===== src/rtl/dna_seq_pkg.sv =====
// dna_seq_pkg: shared state encoding and DNA field widths for the DNA read sequencer
package dna_seq_pkg;
  typedef enum logic [2:0] {IDLE, WAIT, LOAD, SHIFT, CMP, DONE} state_t;
  localparam int DNA_FACTORY_W = 57;
  localparam int DNA_FUSE_W = 7;
  localparam int DNA_W = 64;
endpackage


===== src/rtl/dna_clk_gen.sv =====
// dna_clk_gen: free-running divided DNA_PORT clock with a one-cycle falling-edge strobe
// Ports: clk/rst system clock and async reset; dna_clk_o divided clock (0 in reset);
//        fall_tick_o high on the clk cycle whose edge drives dna_clk_o 1->0.
module dna_clk_gen #(
  parameter int unsigned DIV = 2
) (
  input  logic clk,
  input  logic rst,
  output logic dna_clk_o,
  output logic fall_tick_o
);
  logic [7:0] cnt_q, cnt_d;
  logic       tc;
  assign tc = cnt_q == 8'(DIV - 1);
  assign cnt_d = tc ? '0 : cnt_q + 8'd1;
  assign fall_tick_o = tc & dna_clk_o;
  always_ff @(posedge clk or posedge rst) begin
    if (rst) begin
      cnt_q <= '0;
      dna_clk_o <= 1'b0;
    end else begin
      cnt_q <= cnt_d;
      dna_clk_o <= tc ? ~dna_clk_o : dna_clk_o;
    end
  end
endmodule


===== src/rtl/dna_read_sequencer.sv =====
// dna_read_sequencer: reads the 57 factory DNA bits, appends fuse bits and compares to an expected ID
// Ports: clk/rst system clock and async reset; start_i (re)read request when idle/done;
//        busy_o, valid_o, match_o, dna_value_o result interface;
//        dna_clk_o/dna_read_o/dna_shift_o/dna_din_o drive DNA_PORT, dna_dout_i is its DOUT.
module dna_read_sequencer
  import dna_seq_pkg::*;
#(
  parameter int unsigned       DIV          = 2,
  parameter int unsigned       STARTUP_CYC  = 8,
  parameter bit                AUTO_START   = 1'b1,
  parameter logic [DNA_FUSE_W-1:0] LOW_BITS = 7'h12,
  parameter logic [DNA_W-1:0]  EXPECTED_DNA = 64'h01A18E10_A0D80E12
) (
  input  logic             clk,
  input  logic             rst,
  input  logic             start_i,
  output logic             busy_o,
  output logic             valid_o,
  output logic             match_o,
  output logic [DNA_W-1:0] dna_value_o,
  output logic             dna_clk_o,
  output logic             dna_read_o,
  output logic             dna_shift_o,
  output logic             dna_din_o,
  input  logic             dna_dout_i
);
  state_t                   state_q, state_d;
  logic [15:0]              dly_q, dly_d;
  logic [5:0]               bit_cnt_q, bit_cnt_d;
  logic [DNA_FACTORY_W-1:0] sr_q, sr_d;
  logic                     read_q, read_d, shift_q, shift_d;
  logic                     valid_q, valid_d, match_q, match_d;
  logic [DNA_W-1:0]         value_q, value_d, full;
  logic                     auto_q, fall_tick, go;
  dna_clk_gen #(.DIV(DIV)) u_clk (
    .clk        (clk),
    .rst        (rst),
    .dna_clk_o  (dna_clk_o),
    .fall_tick_o(fall_tick)
  );
  assign full = {sr_q, LOW_BITS};
  assign go = start_i | (auto_q & (state_q == IDLE));
  assign busy_o = (state_q != IDLE) && (state_q != DONE);
  assign valid_o = valid_q;
  assign match_o = match_q;
  assign dna_value_o = value_q;
  assign dna_read_o = read_q;
  assign dna_shift_o = shift_q;
  assign dna_din_o = 1'b0;
  always_comb begin
    state_d = state_q;
    dly_d = dly_q;
    bit_cnt_d = bit_cnt_q;
    sr_d = sr_q;
    read_d = read_q;
    shift_d = shift_q;
    valid_d = valid_q;
    match_d = match_q;
    value_d = value_q;
    case (state_q)
      IDLE, DONE: if (go) begin
        state_d = WAIT;
        valid_d = 1'b0;
        match_d = 1'b0;
        dly_d = 16'(STARTUP_CYC);
      end
      WAIT: begin
        state_d = dly_q == '0 ? LOAD : WAIT;
        dly_d = dly_q == '0 ? dly_q : dly_q - 16'd1;
      end
      // DOUT already presents the MSB after the READ edge, so it is sampled as the
      // shift phase begins; the 57th shift edge only pushes DIN into the port.
      LOAD: if (fall_tick) begin
        if (!read_q) read_d = 1'b1;
        else begin
          read_d = 1'b0;
          shift_d = 1'b1;
          sr_d = {sr_q[DNA_FACTORY_W-2:0], dna_dout_i};
          bit_cnt_d = 6'd1;
          state_d = SHIFT;
        end
      end
      SHIFT: if (fall_tick) begin
        if (bit_cnt_q == 6'd57) begin
          shift_d = 1'b0;
          state_d = CMP;
        end else begin
          sr_d = {sr_q[DNA_FACTORY_W-2:0], dna_dout_i};
          bit_cnt_d = bit_cnt_q + 6'd1;
        end
      end
      CMP: begin
        value_d = full;
        match_d = full == EXPECTED_DNA;
        valid_d = 1'b1;
        state_d = DONE;
      end
      default: state_d = IDLE;
    endcase
  end
  always_ff @(posedge clk or posedge rst) begin
    if (rst) begin
      state_q <= IDLE;
      dly_q <= '0;
      bit_cnt_q <= '0;
      sr_q <= '0;
      read_q <= 1'b0;
      shift_q <= 1'b0;
      valid_q <= 1'b0;
      match_q <= 1'b0;
      value_q <= '0;
      auto_q <= AUTO_START;
    end else begin
      state_q <= state_d;
      dly_q <= dly_d;
      bit_cnt_q <= bit_cnt_d;
      sr_q <= sr_d;
      read_q <= read_d;
      shift_q <= shift_d;
      valid_q <= valid_d;
      match_q <= match_d;
      value_q <= value_d;
      auto_q <= 1'b0;
    end
  end
endmodule


===== config.mk =====
export PLATFORM = sky130hd
export DESIGN_NAME = dna_read_sequencer
export DESIGN_NICKNAME = d
export VERILOG_FILES = /design/src/rtl/dna_seq_pkg.sv /design/src/rtl/dna_clk_gen.sv /design/src/rtl/dna_read_sequencer.sv
export SDC_FILE = /design/constraint.sdc
export NUM_CORES = 1
export LEC_CHECK = 0
export ABC_AREA = 0
export BUFFER_PORTS_ARGS = -buffer_cell sky130_fd_sc_hd__clkbuf_2
export CAP_MARGIN = 20
export CORE_ASPECT_RATIO = 1.1
export CORE_UTILIZATION = 45
export DETAILED_ROUTE_END_ITERATION = 8
export PLACE_DENSITY = 0.73
export SLEW_MARGIN = 40
export SYNTH_ARGS = -nofsm -noshare
export SYNTH_HDL_FRONTEND = slang
export SYNTH_SLANG_ARGS = --single-unit

===== constraint.sdc =====
create_clock -name clk -period 4.9 [get_ports clk]
set_clock_uncertainty 0.1 [all_clocks]
set_input_delay 0.735 -clock clk [delete_from_list [all_inputs] [get_ports clk]]
set_output_delay 0.735 -clock clk [all_outputs]
set_load 0.02 [all_outputs]

# Word level (Yosys, flattened, before mapping)
# Index checks and enable logic that the tools add are counted.
# classes
addsub	3
eq_ne	16
n_mux	30
bitwise	4
reduce_logical	14
# op_table
cell	n
$mux W57	4
$pmux W57 S2	1
$eq A57 B50 Y1 const B	1
$mux W16	2
$pmux W16 S2	1
$mux W6	4
$logic_not A16 Y1	1
$sub A16 B1 Y16 const B	1
$mux W3	5
$pmux W3 S5	1
$reduce_and A5 Y1	3
$ne A2 B2 Y1 const B	7
$pmux W6 S2	1
$add A8 B1 Y8 const B	1
$eq A8 B1 Y1 const B	1
$mux W8	1
$add A6 B1 Y6 const B	1
$eq A3 B2 Y1 const B	2
$eq A3 B3 Y1 const B	2
$eq A6 B6 Y1 const B	1
$mux W1	6
$pmux W1 S2	3
$reduce_bool A2 Y1	3
$reduce_and A2 Y1	2
11 further kinds	12
# totals
reg_bits	155
input_bits	4
output_inout_bits	71

# Depth between registers and ports, before layout
# Gate-level depths: netlist (run 1).
# depth
ltp_word	5
depth_mapped	9
mapped_depth_nobuf	6

# By module
# A second synthesis (run 1) with hierarchy kept.
# unflattened
cells_unflattened	504
hier_area_um2	6757.7
# modules_own_cells
module	n_inst	cells_per_inst	area_per_inst_um2	seq_area_each_um2
dna_read_sequencer	1	471	6346.1	3629.7
dna_clk_gen	1	33	411.6	225.2

# Least setup slack after synthesis (run 1)
# OpenSTA, ideal clock, no wires.
# synth_timing
kind	reg2reg
startpoint	register dly_q[3]
endpoint	register dly_q[15]
setup_ps	79
arrival_ps	2012
setup_slack_ps	2709
stages_incl_launch_ff	5
path_buffers	0
synth_period_minus_slack_ps	2191
path_cell_list	dfrtp_1 or4_4 or4_4 nor4_1 mux2i_1
# synth_via
elab_chain_cells	3
# synth_lines
item	line	text
from (decl)	dna_read_sequencer.sv:28	logic [15:0] dly_q, dly_d;
from (signal assigned)	dna_read_sequencer.sv:115	dly_q <= dly_d;
$sub A16 B1 Y16 or $logic_not A16 Y1 (tied branches)	dna_read_sequencer.sv:69	dly_d = dly_q == '0 ? dly_q : dly_q - 16'd1;
$mux W16 or $ne A2 B2 Y1 (tied branches)	-	
$pmux W16 S2 or $reduce_and A3 Y1 (tied branches)	-	
# Parallel ways exist; a longest one is shown, timed or not. The select of a mux whose other input is x is not followed.
# A chain may end at the register's enable or synchronous reset.

# Worst setup path in the final report (run 1)
# layout_timing
startpoint	register state_q[1]
endpoint	output port busy_o
# layout_via
elab_chain_cells	2
# layout_lines
item	line	text
from (decl)	dna_read_sequencer.sv:27	state_t state_q, state_d;
from (signal assigned)	dna_read_sequencer.sv:114	state_q <= state_d;
$ne A3 B3 Y1 or $reduce_bool A3 Y1 (tied branches)	dna_read_sequencer.sv:43	assign busy_o = (state_q != IDLE) && (state_q != DONE);
$logic_and A1 B1 Y1 *	dna_read_sequencer.sv:43	
to (decl)	dna_read_sequencer.sv:17	output logic busy_o,
# Every way passes the cells marked *; elsewhere a longest branch is shown, timed or not.

==> results of run 1 <==
## synth_stat cells, drive strengths merged (2+ instances only)
cell / count / area [um^2]
a2111oi: 5 / 62.6
a211oi: 6 / 45.0
a21o: 14 / 105
a21oi: 3 / 15.0
and3: 4 / 25.0
buf: 22 / 140
clkbuf: 10 / 37.5
dfrtp: 153 / 3830
ha: 5 / 62.6
inv: 8 / 30.0
mux2: 117 / 1320
mux2i: 14 / 140
nand2: 6 / 22.5
nand2b: 5 / 31.3
nand3: 9 / 45.0
nand4: 5 / 31.3
nor2: 17 / 63.8
nor2b: 3 / 18.8
nor3: 2 / 10.0
nor3b: 2 / 15.0
nor4: 9 / 86.3
nor4b: 6 / 52.6
nor4bb: 2 / 20.0
o211ai: 2 / 20.0
o21ai: 19 / 95.1
o21bai: 2 / 15.0
o31ai: 9 / 67.6
or2: 7 / 43.8
or3: 7 / 46.3
or4: 7 / 63.8
xnor2: 5 / 43.8
xor2: 3 / 26.3
## worst max-delay path, stage by stage, from the launching register on
cell and delay, ns:
sky130_fd_sc_hd__dfrtp_1 0.72, sky130_fd_sc_hd__inv_1 0.47, sky130_fd_sc_hd__o21ai_0 0.23, sky130_fd_sc_hd__clkbuf_2 0.22
## state kept, by name, indices dropped and copies added, names as in the netlist, 3 cells and up
| name | flops |
|---|---|
| dly_q | 16 |
| sr_q | 57 |
| dna_value_o | 58 |
| state_q | 3 |
| bit_cnt_q | 6 |
| u_clk.cnt_q | 8 |
## final cells by class
class,instances,share of cell area
sequential,154,0.492
multi-input combinational,316,0.350
clock buffer,19,0.0565
timing repair buffer,74,0.0508
tap,192,0.0307
clock inverter,13,0.0155
inverter,8,0.00431
## logic make-up (layout without fill, tap and decap cells)
kind of cell	Yosys count	count (layout)	synth area share
other cells	1	7	0.000554
buf+inv	40	114	0.0307
simple gates	95	95	0.0896
fa+ha+maj	5	5	0.00924
xor+xnor	8	8	0.0103
flops	154	154	0.569
compound gates	70	70	0.0752
mux	131	131	0.215
## metal layers
metal | vias up | track usage | part of all wire
met3 | 20 | 0.0434 | 0.049
li1 | 1984 | - | -
met5 | - | 0 | 0
met4 | 0 | 0.0752 | 0.019
met2 | 107 | 0.302 | 0.50
met1 | 2252 | 0.234 | 0.43
## final timing paths
check	end	slack [ns]	cells past startpoint
worst max-delay path	busy_o	1.99	3
worst min-delay path	dly_q[6]$_DFFE_PP0P_	0.22	2
worst max register to register	sr_q[48]$_DFFE_PP0P_	2.10	5
worst min register to register	dna_value_o[4]$_DFFE_PP0P_	0.40	1
max in group asynchronous	dly_q[1]$_DFFE_PP0P_	3.44	3
min in group clk	dna_value_o[4]$_DFFE_PP0P_	0.40	1
## where the power goes
group	internal, mW	switching, mW	total (mW)	leakage (nW)
clock	0.715	0.518	1.23	0.273
sequential	1.35	0.105	1.46	2.10
combinational	0.160	0.239	0.399	1.48
total	2.23	0.862	3.09	3.86
## metrics by stage
step	instance area, um^2	hold slack [ns]
final	7830	0.223
after CTS	7830	0.228
after detailed placement	7260	0.382
after global placement	7260	0.373
after floorplan	6800	0.346
after global routing	7830	0.247
==> reports/summary.json, run 1 <==
{
  "run_status": {
    "status": "completed"
  },
  "cts": {
    "clock_root_cell": "sky130_fd_sc_hd__clkbuf_16",
    "clk_pin_slew_ns": 0.07,
    "cts_setup_buffers": 0,
    "cts_buffers": 17,
    "cts.path.max_buffers": 2,
    "ctsResizeCount": 0,
    "post_cts_hold_buffer_count": 0,
    "cts_htree_levels": 4,
    "tritoncts_clock_tree": "yes",
    "clkSinkCount": 154,
    "insertion_delay_ns": 0.42
  },
  "pwr": {
    "power.ir.vdd_worst_mv": 0.216,
    "totalPowerFinal_mw": 3.09,
    "power.density_nw_per_um2": 394,
    "power.leakage_nw": 3.86
  },
  "layout": {
    "fin_nets": 580,
    "proportion_of_layout_cells_with_a_drive_suffix_above_1": 0.421,
    "area.growth.synth_to_final_pct": 15.7,
    "finalNonFillerCells": 776,
    "multiInputGateArea_um2": 2740,
    "top_library_cells_by_usage_in_the_layout_fill_and_taps_aside": "sky130_fd_sc_hd__dfrtp_1 (153), sky130_fd_sc_hd__mux2_2 (117), sky130_fd_sc_hd__clkbuf_2 (68), sky130_fd_sc_hd__o21ai_0 (18)",
    "layout_commonest_cell": "sky130_fd_sc_hd__dfrtp_1",
    "register_area_um2": 3850,
    "layout.core_utilization": 0.538,
    "antennaDiodeCount": 0,
    "filler_cell_count": 1209
  },
  "detailed_routing": {
    "pre_repair_dr_iteration_count": 4,
    "via_count": 4363,
    "wl_um": 13100,
    "routedWlPerCell_um": 16.9,
    "drt_first_iter_violations": 228,
    "vias_per_cell": 5.62,
    "drt_drc_violations_left": 0,
    "route.antenna.remaining_nets": 0
  },
  "place": {
    "placement.setup.worst_slack_ns": 2.14,
    "hpwl_um": 8740,
    "place.port_buffers": 68,
    "gp_congestion": 0.819,
    "post-place-cells": 743
  },
  "synthesis": {
    "synth.avg_cell_area_um2": 13.4,
    "synth-seq-cells": 154,
    "dominantRegCellSynth": "sky130_fd_sc_hd__dfrtp_1",
    "synth.distinct_cells": 57,
    "async_reset_ff_frac": 1.00,
    "synth_seq_area_share": 0.569,
    "synth.yosys.warnings": 0,
    "synth_area_um2": 6770,
    "synth_edf_count": 0,
    "syn_inst": 504
  },
  "global_routing": {
    "grt_antenna_before_repair": 0,
    "grt_overflow": 0,
    "grt_pass1_wl_um": 22500,
    "grtUsageTotal": 0.183,
    "largest_net_degree_at_the_start_of_global_routing": 82,
    "grt_pass1_vias": 4488
  },
  "floorplanning": {
    "placement_rows": 46,
    "core_area_um2": 14600,
    "initial_utilization": 0.465,
    "floorplan.die.width_um": 119,
    "fp.dieArea_um2": 15500,
    "num_io_pins": 75,
    "die-height_um": 131
  },
  "setup_path": {
    "worst-setup-path-type": "flop to primary output",
    "timing.critical_path.from_type": "flop",
    "worstSetupEndpointType": "primary output",
    "timing.rr.start": "u_clk.cnt_q[4]$_DFF_PP0_",
    "data_arrival_time_at_the_worst_slack_endpoint_ns": 2.07,
    "critical_path.startpoint": "state_q[1]$_DFFE_PP0P_",
    "critical_path_required_ns": 4.07,
    "worst-path-max-fanout": 22
  },
  "timing": {
    "finalSetupViolCount": 0,
    "rsz0062_at_grt": "no",
    "setup_ws_ns": 1.99,
    "timing_worst_slew_pin_value_ns": 0.717,
    "timing.final.max_slew_violations": 0,
    "fmaxAchievable_ghz": 0.344,
    "finalHoldViolCount": 0,
    "finalCriticalPeriod_ns": 2.91,
    "max_slew_margin": 0.522,
    "post-route-period-util": 0.593,
    "tns_ns": 0
  },
  "worst_hold_path": {
    "worstHoldPathType": "input port to async pin"
  },
  "job": {
    "timing.max_cap.violations": 0
  }
}
No activity file was read; power rests on OpenSTA's default activity.
==> inputs of run 2 (changes only) <==
==> constraint.sdc (replaced) <==
create_clock -name clk -period 2.36 [get_ports clk]
set_clock_uncertainty 0.1 [all_clocks]
set_input_delay 0.354 -clock clk [delete_from_list [all_inputs] [get_ports clk]]
set_output_delay 0.354 -clock clk [all_outputs]
set_load 0.02 [all_outputs]
==> reports/summary.json, run 2 (synthesis gave the netlist of run 1 again) <==
{
  "run_status": {
    "status": "completed"
  },
  "layout": {
    "layout_commonest_cell": "sky130_fd_sc_hd__dfrtp_1",
    "area.growth.synth_to_final_pct": 19.2,
    "proportion_of_layout_cells_with_a_drive_suffix_above_1": 0.440,
    "top_library_cells_by_usage_in_the_layout_fill_and_taps_aside": "sky130_fd_sc_hd__dfrtp_1 (153), sky130_fd_sc_hd__mux2_2 (117), sky130_fd_sc_hd__clkbuf_2 (68), sky130_fd_sc_hd__o21ai_0 (18), sky130_fd_sc_hd__buf_4 (18)",
    "antennaDiodeCount": 0,
    "largest_register_ffs": 58,
    "fin_nets": 597
  },
  "detailed_routing": {
    "vias_per_cell": 5.46,
    "via_count": 4322,
    "drt_first_iter_violations": 225,
    "pre_repair_dr_iteration_count": 4,
    "wl_um": 13200,
    "drt_drc_violations_left": 0,
    "routedWlPerCell_um": 16.7,
    "route.antenna.remaining_nets": 0
  },
  "setup_path": {
    "critical_path_required_ns": 2.60,
    "worst-path-max-fanout": 6,
    "worstSetupEndpointType": "flop",
    "critical_path.startpoint": "dly_q[4]$_DFFE_PP0P_",
    "worst-setup-path-type": "flop to flop",
    "timing.critical_path.from_type": "flop",
    "data_arrival_time_at_the_worst_slack_endpoint_ns": 2.55,
    "cell_count_of_the_worst_reg_to_reg_path": 4,
    "timing.rr.start": "dly_q[4]$_DFFE_PP0P_"
  },
  "floorplanning": {
    "floorplan.die.width_um": 119,
    "num_io_pins": 75,
    "core_area_um2": 14600,
    "fp.dieArea_um2": 15500,
    "placement_rows": 46,
    "die-height_um": 131,
    "initial_utilization": 0.465
  },
  "pwr": {
    "power.density_nw_per_um2": 835,
    "totalPowerFinal_mw": 6.74,
    "power.leakage_nw": 3.97,
    "power.ir.vdd_worst_mv": 0.529
  },
  "cts": {
    "insertion_delay_ns": 0.42,
    "clkSinkCount": 154,
    "cts_htree_levels": 4,
    "tritoncts_clock_tree": "yes",
    "cts_buffers": 17,
    "clock_root_cell": "sky130_fd_sc_hd__clkbuf_16",
    "cts_setup_buffers": 0,
    "clk_pin_slew_ns": 0.06,
    "cts.path.max_buffers": 2
  },
  "place": {
    "place.port_buffers": 68,
    "gp_congestion": 0.846,
    "placement.setup.worst_slack_ns": 0.0335,
    "hpwl_um": 8780
  },
  "global_routing": {
    "grt_pass1_wl_um": 22200,
    "grt_pass1_vias": 4440,
    "largest_net_degree_at_the_start_of_global_routing": 103,
    "grt_overflow": 0,
    "grt_antenna_before_repair": 0,
    "grtUsageTotal": 0.184
  },
  "worst_hold_path": {
    "min_delay_path_depth": 2,
    "min_delay_startpoint": "dna_dout_i",
    "worstHoldPathType": "input port to flop"
  },
  "timing": {
    "max_slew_margin": 0.643,
    "finalSetupViolCount": 0,
    "whs_ns": 0.123,
    "timing_worst_slew_pin_value_ns": 0.522,
    "timing.final.max_slew_violations": 0,
    "setup_ws_ns": 0.0572,
    "finalCriticalPeriod_ns": 2.30,
    "post-route-period-util": 0.976,
    "fmaxAchievable_ghz": 0.434,
    "finalHoldViolCount": 0
  },
  "job": {
    "timing.max_cap.violations": 0
  }
}
## run 2: cell count changes in the layout (fill, tap and decap cells not counted), moves of 2 or more
| cell | change |
|---|---|
| sky130_fd_sc_hd__buf_12 | +3 |
| sky130_fd_sc_hd__clkinv_4 | -4 |
| sky130_fd_sc_hd__nor4_1 | -3 |
| sky130_fd_sc_hd__bufinv_16 | +2 |
| sky130_fd_sc_hd__nor4_2 | +3 |
| sky130_fd_sc_hd__buf_4 | +13 |
## run 2: repair_timing
item | in CTS | in global routing
hold buffers | 1 | 0
gates resized for setup | 0 | 4
hold endpoints to repair | 52 | 0
endpoints found under the setup margin | 0 | 4
## run 2: critical path: stages, from the launching register on
cell and delay [ns]:
sky130_fd_sc_hd__dfrtp_1 0.42, sky130_fd_sc_hd__or4_4 0.58, sky130_fd_sc_hd__or4_4 0.55, sky130_fd_sc_hd__nor4_2 0.36, sky130_fd_sc_hd__mux2i_1 0.22
## run 2: cell type report
type	count	area [um^2]
multi-input cells	316	2770
fillers	1175	6490
clock inverters	13	169
repair buffers	91	566
flip-flops and latches	154	3850
clock buffers	18	439
inverters	8	33.8
well taps	192	240
## run 2: path summary, 6_finish.rpt
check | to | slack [ns]
worst min register to register | valid_o$_DFFE_PP0P_ | 0.39
worst max-delay path | dly_q[13]$_DFFE_PP0P_ | 0.06
max in group asynchronous | auto_q$_DFF_PP1_ | 1.16
min in group asynchronous | dna_value_o[11]$_DFFE_PP0P_ | 0.48
worst min-delay path | sr_q[0]$_DFFE_PP0P_ | 0.12
worst max register to register | dly_q[13]$_DFFE_PP0P_ | 0.06
## run 2: per-layer routing
metal	track usage	wire length, um	vias up
li1	-	-	2011
met3	0.0482	599	25
met4	0.0774	240	0
met5	0	0	-
met2	0.303	6500	82
met1	0.231	5850	2204
## run 2: per-stage QoR
stage,util,cells,TNS (ns),area (um^2)
after detailed placement,0.510,760,0,7420
after global routing,0.554,792,-0.0230,8070
after CTS,0.552,792,0,8040
after global placement,0.510,760,0,7420
after floorplan,-,510,-5.83,6800
final,0.554,792,0,8070
## run 2: power breakdown
part	internal (mW)	total [mW]	switching [mW]
Sequential	2.81	3.00	0.195
Clock	1.70	2.78	1.08
Combinational	0.415	0.965	0.550
==> inputs of run 3 (changes only) <==
--- a/config.mk
+++ b/config.mk
@@ -11,7 +11,7 @@
 export CORE_ASPECT_RATIO = 1.1
 export CORE_UTILIZATION = 45
 export DETAILED_ROUTE_END_ITERATION = 8
-export PLACE_DENSITY = 0.73
+export PLACE_DENSITY = 0.66
 export SLEW_MARGIN = 40
 export SYNTH_ARGS = -nofsm -noshare
 export SYNTH_HDL_FRONTEND = slang
==> reports/summary.json, run 3 (synthesis gave the netlist of run 1 again) <==
{
  "layout": {
    "proportion_of_layout_cells_with_a_drive_suffix_above_1": 0.446,
    "finalNonFillerCells": 798,
    "layout.core_utilization": 0.554,
    "antennaDiodeCount": 0,
    "register_area_um2": 3850,
    "largest_register_ffs": 58,
    "fin_nets": 603,
    "finish.instance_area_um2": 8070,
    "multiInputGateArea_um2": 2760,
    "filler_cell_count": 1227,
    "layout_commonest_cell": "sky130_fd_sc_hd__dfrtp_1",
    "top_library_cells_by_usage_in_the_layout_fill_and_taps_aside": "sky130_fd_sc_hd__dfrtp_1 (153), sky130_fd_sc_hd__mux2_2 (117), sky130_fd_sc_hd__clkbuf_2 (68), sky130_fd_sc_hd__buf_4 (25), sky130_fd_sc_hd__o21ai_0 (18)",
    "area.growth.synth_to_final_pct": 19.2
  },
  "timing": {
    "finalCriticalPeriod_ns": 2.26,
    "finalHoldViolCount": 0,
    "whs_ns": 0.0883,
    "fmaxAchievable_ghz": 0.443,
    "timing_worst_slew_pin_value_ns": 0.619,
    "finalSetupViolCount": 0,
    "tns_ns": 0,
    "max_slew_margin": 0.576,
    "setup_ws_ns": 0.103,
    "timing.final.max_slew_violations": 0,
    "rsz0062_at_grt": "no",
    "post-route-period-util": 0.956
  },
  "setup_path": {
    "data_arrival_time_at_the_worst_slack_endpoint_ns": 2.50,
    "worst-path-max-fanout": 6,
    "critical_path_required_ns": 2.60,
    "worst-setup-path-type": "flop to flop",
    "timing.critical_path.from_type": "flop",
    "worstSetupEndpointType": "flop"
  },
  "pwr": {
    "power.density_nw_per_um2": 829,
    "power.leakage_nw": 4.00,
    "power.ir.vdd_worst_mv": 0.502,
    "totalPowerFinal_mw": 6.69
  },
  "global_routing": {
    "largest_net_degree_at_the_start_of_global_routing": 88,
    "grtUsageTotal": 0.188,
    "grt_antenna_before_repair": 1,
    "grt_overflow": 0,
    "grt_pass1_wl_um": 22700,
    "grt_pass1_vias": 4428
  },
  "detailed_routing": {
    "wl_um": 13500,
    "routedWlPerCell_um": 16.9,
    "pre_repair_dr_iteration_count": 4,
    "vias_per_cell": 5.43,
    "drt_drc_violations_left": 0,
    "via_count": 4331,
    "route.antenna.remaining_nets": 0,
    "drt_first_iter_violations": 189
  },
  "floorplanning": {
    "core_area_um2": 14600,
    "die-height_um": 131,
    "fp.dieArea_um2": 15500,
    "initial_utilization": 0.465,
    "num_io_pins": 75,
    "floorplan.die.width_um": 119,
    "placement_rows": 46
  },
  "job": {
    "timing.max_cap.violations": 0
  },
  "cts": {
    "tritoncts_clock_tree": "yes",
    "clkSinkCount": 154,
    "clock_root_cell": "sky130_fd_sc_hd__clkbuf_16",
    "cts.path.max_buffers": 2,
    "cts_buffers": 17,
    "insertion_delay_ns": 0.42,
    "clk_pin_slew_ns": 0.07,
    "cts_setup_buffers": 0,
    "cts_htree_levels": 4
  },
  "place": {
    "gp_congestion": 0.866,
    "hpwl_um": 9290,
    "placement.setup.worst_slack_ns": 0.0734,
    "post-place-cells": 766,
    "detailed_place.area_um2": 7460,
    "place.port_buffers": 68
  },
  "worst_hold_path": {
    "worstHoldPathType": "input port to flop"
  },
  "run_status": {
    "status": "completed"
  }
}
run 3: cell types whose count changed in the layout (fill, tap and decap cells not counted):
cell                         previous run  this run
sky130_fd_sc_hd__a2111oi_2              2         3
sky130_fd_sc_hd__a2111oi_4              1         0
sky130_fd_sc_hd__buf_12                 4         3
sky130_fd_sc_hd__buf_4                 18        25
sky130_fd_sc_hd__bufinv_16              3         1
sky130_fd_sc_hd__clkbuf_8               1         4
sky130_fd_sc_hd__clkinv_2               2         1
sky130_fd_sc_hd__clkinv_4               2         3
sky130_fd_sc_hd__clkinvlp_4             4         2
sky130_fd_sc_hd__inv_6                  2         3
run 3: report_power, final:
group | total, mW | internal (mW) | leakage, nW | switching, mW
logic | 1.01 | 0.447 | 1.60 | 0.568
registers | 2.99 | 2.81 | 2.10 | 0.184
clock network | 2.68 | 1.58 | 0.288 | 1.10
run 3: layout make-up:
class | count | share of cell area
tap | 192 | 0.0298
clock buffer | 21 | 0.0595
clock inverter | 10 | 0.0132
timing repair buffer | 97 | 0.0741
inverter | 8 | 0.00419
sequential | 154 | 0.478
multi-input combinational | 316 | 0.342
run 3: worst paths after layout:
kind                                     startpoint                        to  slack (ns)  cells after the start
hold reg to reg            u_clk.cnt_q[7]$_DFF_PP0_  u_clk.cnt_q[7]$_DFF_PP0_        0.39                      1
setup / recovery               dly_q[4]$_DFFE_PP0P_     dly_q[14]$_DFFE_PP0P_        0.10                      4
min in group asynchronous                       rst      dly_q[9]$_DFFE_PP0P_        0.29                      3
max in group asynchronous                       rst       sr_q[8]$_DFFE_PP0P_        1.16                      4
hold / removal                           dna_dout_i       sr_q[0]$_DFFE_PP0P_        0.09                      2
setup reg to reg               dly_q[4]$_DFFE_PP0P_     dly_q[14]$_DFFE_PP0P_        0.10                      4
run 3: worst max-delay path, cell delays in order, from the launching register on:
cell	delay (ns)
sky130_fd_sc_hd__dfrtp_1	0.41
sky130_fd_sc_hd__or4_4	0.57
sky130_fd_sc_hd__or4_4	0.53
sky130_fd_sc_hd__a2111oi_2	0.33
sky130_fd_sc_hd__mux2i_1	0.23
run 3: repair_timing:
| item | in CTS | in global routing |
|---|---|---|
| hold buffers | 1 | 0 |
| hold endpoints to repair | 3 | 0 |
| gates resized for setup | 0 | 3 |
| endpoints found under the setup margin | 0 | 20 |
run 3: metal layers:
| layer | vias up | wire (um) | global-route usage |
|---|---|---|---|
| met5 | - | 0 | 0 |
| met4 | 0 | 199 | 0.0782 |
| met3 | 11 | 519 | 0.0421 |
| met2 | 83 | 6780 | 0.319 |
| met1 | 2215 | 6020 | 0.234 |
| li1 | 2022 | - | - |
